$ cat src/rtl/trap_controller.sv
// trap_controller: machine-mode trap/mret sequencer that owns the trap CSRs and steers mux_privilege.
module trap_controller #(
   parameter logic [31:0] MTVEC_RESET = 32'h0000_0000
) (
   input  logic        I_clk,
   input  logic        I_rst,
   input  logic        I_valid,
   input  logic [31:0] I_pc,
   input  logic        I_exc_illegal,
   input  logic        I_exc_ecall,
   input  logic        I_mret,
   input  logic        I_irq_ext,
   input  logic        I_irq_timer,
   input  logic        I_csr_we,
   input  logic [11:0] I_csr_addr,
   input  logic [31:0] I_csr_wdata,
   output logic [31:0] O_csr_rdata,
   output logic        O_priv_en,
   output logic        O_priv_sel,
   output logic [31:0] O_mtvec,
   output logic [31:0] O_mepc,
   output logic        O_flush,
   output logic        O_busy
);
   typedef enum logic [1:0] {IDLE, TRAP, RET} state_t;
   localparam logic [11:0] A_MSTATUS = 12'h300;
   localparam logic [11:0] A_MIE     = 12'h304;
   localparam logic [11:0] A_MTVEC   = 12'h305;
   localparam logic [11:0] A_MEPC    = 12'h341;
   localparam logic [11:0] A_MCAUSE  = 12'h342;
   state_t      state, state_nxt;
   logic        m_ie, m_pie, m_eie, m_tie;
   logic [31:0] mtvec, mepc, mcause, cause;
   logic        idle_v, irq_e, irq_t, trap, ret, csr_wr;
   logic        unused_pc;
   assign unused_pc = ^I_pc[1:0];
   assign idle_v = (state == IDLE) && I_valid;
   assign irq_e  = I_irq_ext & m_eie & m_ie;
   assign irq_t  = I_irq_timer & m_tie & m_ie;
   assign trap   = idle_v & (I_exc_illegal | I_exc_ecall | irq_e | irq_t);
   assign ret    = idle_v & I_mret & ~trap;
   assign csr_wr = idle_v & I_csr_we & ~trap & ~ret;
   assign cause  = I_exc_illegal ? 32'h0000_0002 :
                   I_exc_ecall   ? 32'h0000_000B :
                   irq_e         ? 32'h8000_000B : 32'h8000_0007;
   // TRAP and RET last one cycle: trap/ret are only ever true in IDLE
   always_comb begin
      state_nxt = trap ? TRAP : ret ? RET : IDLE;
   end
   always_ff @(posedge I_clk or posedge I_rst) begin
      if (I_rst) state <= IDLE;
      else state <= state_nxt;
   end
   always_ff @(posedge I_clk or posedge I_rst) begin
      if (I_rst) begin
         m_ie   <= 1'b0;
         m_pie  <= 1'b0;
         m_eie  <= 1'b0;
         m_tie  <= 1'b0;
         mtvec  <= {MTVEC_RESET[31:2], 2'b00};
         mepc   <= 32'h0;
         mcause <= 32'h0;
      end else if (trap) begin
         mepc   <= {I_pc[31:2], 2'b00};
         mcause <= cause;
         m_pie  <= m_ie;
         m_ie   <= 1'b0;
      end else if (ret) begin
         m_ie   <= m_pie;
         m_pie  <= 1'b1;
      end else if (csr_wr) begin
         case (I_csr_addr)
            A_MSTATUS: begin
               m_ie  <= I_csr_wdata[3];
               m_pie <= I_csr_wdata[7];
            end
            A_MIE: begin
               m_tie <= I_csr_wdata[7];
               m_eie <= I_csr_wdata[11];
            end
            A_MTVEC:  mtvec  <= {I_csr_wdata[31:2], 2'b00};
            A_MEPC:   mepc   <= {I_csr_wdata[31:2], 2'b00};
            A_MCAUSE: mcause <= I_csr_wdata;
            default: ;
         endcase
      end
   end
   always_comb begin
      O_csr_rdata = 32'h0;
      case (I_csr_addr)
         A_MSTATUS: O_csr_rdata = {24'h0, m_pie, 3'b000, m_ie, 3'b000};
         A_MIE:     O_csr_rdata = {20'h0, m_eie, 3'b000, m_tie, 7'h00};
         A_MTVEC:   O_csr_rdata = mtvec;
         A_MEPC:    O_csr_rdata = mepc;
         A_MCAUSE:  O_csr_rdata = mcause;
         default:   O_csr_rdata = 32'h0;
      endcase
   end
   assign O_priv_en  = state != IDLE;
   assign O_priv_sel = state == RET;
   assign O_flush    = state != IDLE;
   assign O_busy     = state != IDLE;
   assign O_mtvec    = mtvec;
   assign O_mepc     = mepc;
endmodule

$ cat config.mk
export PLATFORM = sky130hd
export DESIGN_NAME = trap_controller
export DESIGN_NICKNAME = d
export VERILOG_FILES = /design/src/rtl/trap_controller.sv
export SDC_FILE = /design/constraint.sdc
export NUM_CORES = 1
export LEC_CHECK = 0
export ABC_AREA = 1
export CORE_MARGIN = 5
export CORE_UTILIZATION = 42
export DETAILED_ROUTE_END_ITERATION = 7
export HOLD_SLACK_MARGIN = 0.03
export PLACE_DENSITY = 0.86
export REMOVE_ABC_BUFFERS = 1
export SLEW_MARGIN = 20
export SYNTH_ARGS = -nofsm -noshare
export SYNTH_HDL_FRONTEND = slang
export SYNTH_SLANG_ARGS = --single-unit
$ cat constraint.sdc
create_clock -name I_clk -period 3.3 [get_ports I_clk]
set_clock_uncertainty 0.05 [all_clocks]
set_input_delay 0.66 -clock I_clk [delete_from_list [all_inputs] [get_ports I_clk]]
set_output_delay 0.66 -clock I_clk [all_outputs]
set_load 0.02 [all_outputs]
==> summary.txt <==
TritonCTS clock tree = done
first-pass GRT wire length = 30300 um
initial antenna violation count = 0
CTS max path bufs = 2
Pins Over Slew Limit = 0
Via density = 5.38
grt ovf = 0
Crit. End Element = output pin
M1 wire length = 7530 um
antenna diode count = 0
DR top layer = met4
critical path class = in2out
die height = 124 um
Synth area leaders = dfrtp_1, nand2_1, nand3_1
CP cell instances = clkdlybuf4s50_1, nor2_1, nand3_1, nor2_2, nand2_1, inv_2, buf_12, nand2_1, nand3_1, dlygate4sd2_1
GRT Util Overall = 25.4%
min cycle time layout = 3140 ps
Row Count = 41
cell taking the most area after synthesis = dfrtp_1
Required @ worst endpoint = 2590 ps
largest net degree at the start of global routing = 52
synthesized flop and latch total = 98
LEAKAGE = 4.07 nW
RSZ-0062 raised after global routing = no
Worst Path Max Fanout = 13
die area = 15300 um^2
slowest CP cell = clkdlybuf4s50_1
setup TNS = 0 ps
relative slew slack = 52.8%
status = complete, no violations
cell count after synthesis = 760
Post-synth EDFFs = 0
max cap viols = 0
H-tree levels = 3
HP Class = reg2reg
Pwr per Cell Area = 467 nW/um^2
vias in the first global route = 5913
HPWL after DPL = 13200 um
dominant synthesized flop cell = dfrtp_1
async set-reset flop share out of synthesis = 100%
synth warn = 0
Post-CTS Setup Inserts = 0
DR pass1 iterations = 5
Synth top area share = 45.1%
final worst setup slack = 161 ps
most frequent cell after synthesis = nand2_1
Fmax achieved = 319 MHz
initial core utilization = 42.9%
Setup crit start kind = input pin
placer congestion estimate = 0.892
wire per inst = 17.1 um
Final setup viols = 0
worst flop-to-flop path startpoint = state[0]
drt total wl = 19100 um
layout cells sized above 1 = 7.54%
pre-CTS WS = -92.1 ps
metal2 WL = 9440 um
DR WL met3 = 1660 um
critical path data arrival time = 2430 ps
hold path startpoint = mcause[30]
NumNets Final = 1022
clk root buf = clkbuf_16
Design Power = 3.65 mW
IO Count = 185
I/O Buffers = 178
Final period util = 95.1%
Area Overhead vs Synth = 44.1%
Slew @ Worst Pin = 706 ps
Synth cell types = 24
Clock transition at path regs = 70 ps
Layout Cells excl Fill = 1114
Post-CTS Resized = 31
syn_area_per_cell = 7.15 um^2
Fin. Hold Viols = 0
total CTS buffers = 9
number of remaining DRC errors = 0
clk_lat worst skew = 350 ps
Max stage delay on crit path = 390 ps
Mapped Area = 5440 um^2
routed via count = 5997
Die W = 124 um
post-route ant nets = 0
sequential area share after synthesis = 45.1%
DP Cell Count = 1098
core area = 12700 um^2
Max VDD drop = 0.234 mV
Sink Count = 98
commonest cells in the netlist = nand2_1, nand3_1, dfrtp_1, nand4_1
initial drt markers = 618
Hold Buf Count CTS = 0
crit path launch = I_csr_addr[5]
==> sequential cells by signal, indices dropped and copies added, names as in the netlist <==
name / cells
m_eie: 1
m_tie: 1
state: 2
O_mepc: 30
mcause: 32
m_ie: 1
m_pie: 1
O_mtvec: 30
==> cell usage in the layout, fill, tap and decap left out, types with 2 or more instances in the layout <==
master	count
nor2_2	4
nand4_1	37
inv_1	20
inv_2	4
clkdlybuf4s50_1	146
conb_1	4
nand3_1	125
buf_12	7
clkinv_4	4
clkbuf_16	9
o21ai_0	2
buf_4	32
dfrtp_1	98
nor2_4	2
dlygate4sd2_1	31
nor2_1	18
nand3b_1	29
nand2_1	356
==> cell type report <==
class / count / area, um^2
clock buffer: 9 / 225
sequential: 98 / 2450
tap: 172 / 215
multi-input combinational: 585 / 2630
clock inverter: 7 / 78.8
fill: 1127 / 4840
timing repair buffer: 217 / 2130
inverter: 26 / 100
==> final timing paths <==
path                              endpoint  slack (ps)  depth (start not counted)
max in group asynchronous       O_mtvec[3]        1770                          3
min reg2reg                     mcause[30]         430                          2
max                        O_csr_rdata[15]         160                         10
min                             mcause[30]         430                          2
max reg2reg                     O_mepc[20]        1020                          9
min in group asynchronous      O_mtvec[22]         710                          2
==> per-stage QoR <==
stage          hold slack, ps  area, um^2  util, %
6_report                  432        7830     61.8
5_1_grt                   452        7830     61.8
3_3_place_gp              411        7560     59.7
3_5_place_dp              415        7560     59.7
2_1_floorplan             392        5160        -
4_1_cts                   434        7830     61.8
==> cell families after synthesis <==
family / share of synthesized area [%]
flip-flops: 45.1
AND/OR/NAND/NOR: 47.0
other: 0.0690
AO/OA/AOI/OAI: 0.783
buffers and inverters: 7.02
==> critical path, delay by kind of cell <==
kind          cells  cell delay [ps]
buf+inv           4              990
simple gates      6              760
==> metal layers <==
layer	vias to the layer above	global-route usage, %
met4	0	9.34
met3	42	4.63
met1	2804	32.1
met2	337	43.4
met5	-	0
li1	2814	-
==> power breakdown <==
group          internal, mW  switching (mW)  leakage (nW)  total, mW
logic                 0.433           0.559          2.63      0.992
clock network         0.595           0.487         0.150       1.08
registers              1.42           0.158          1.29       1.58
total                  2.45            1.20          4.07       3.65
Note: power is estimated with default switching activity, not from simulation.
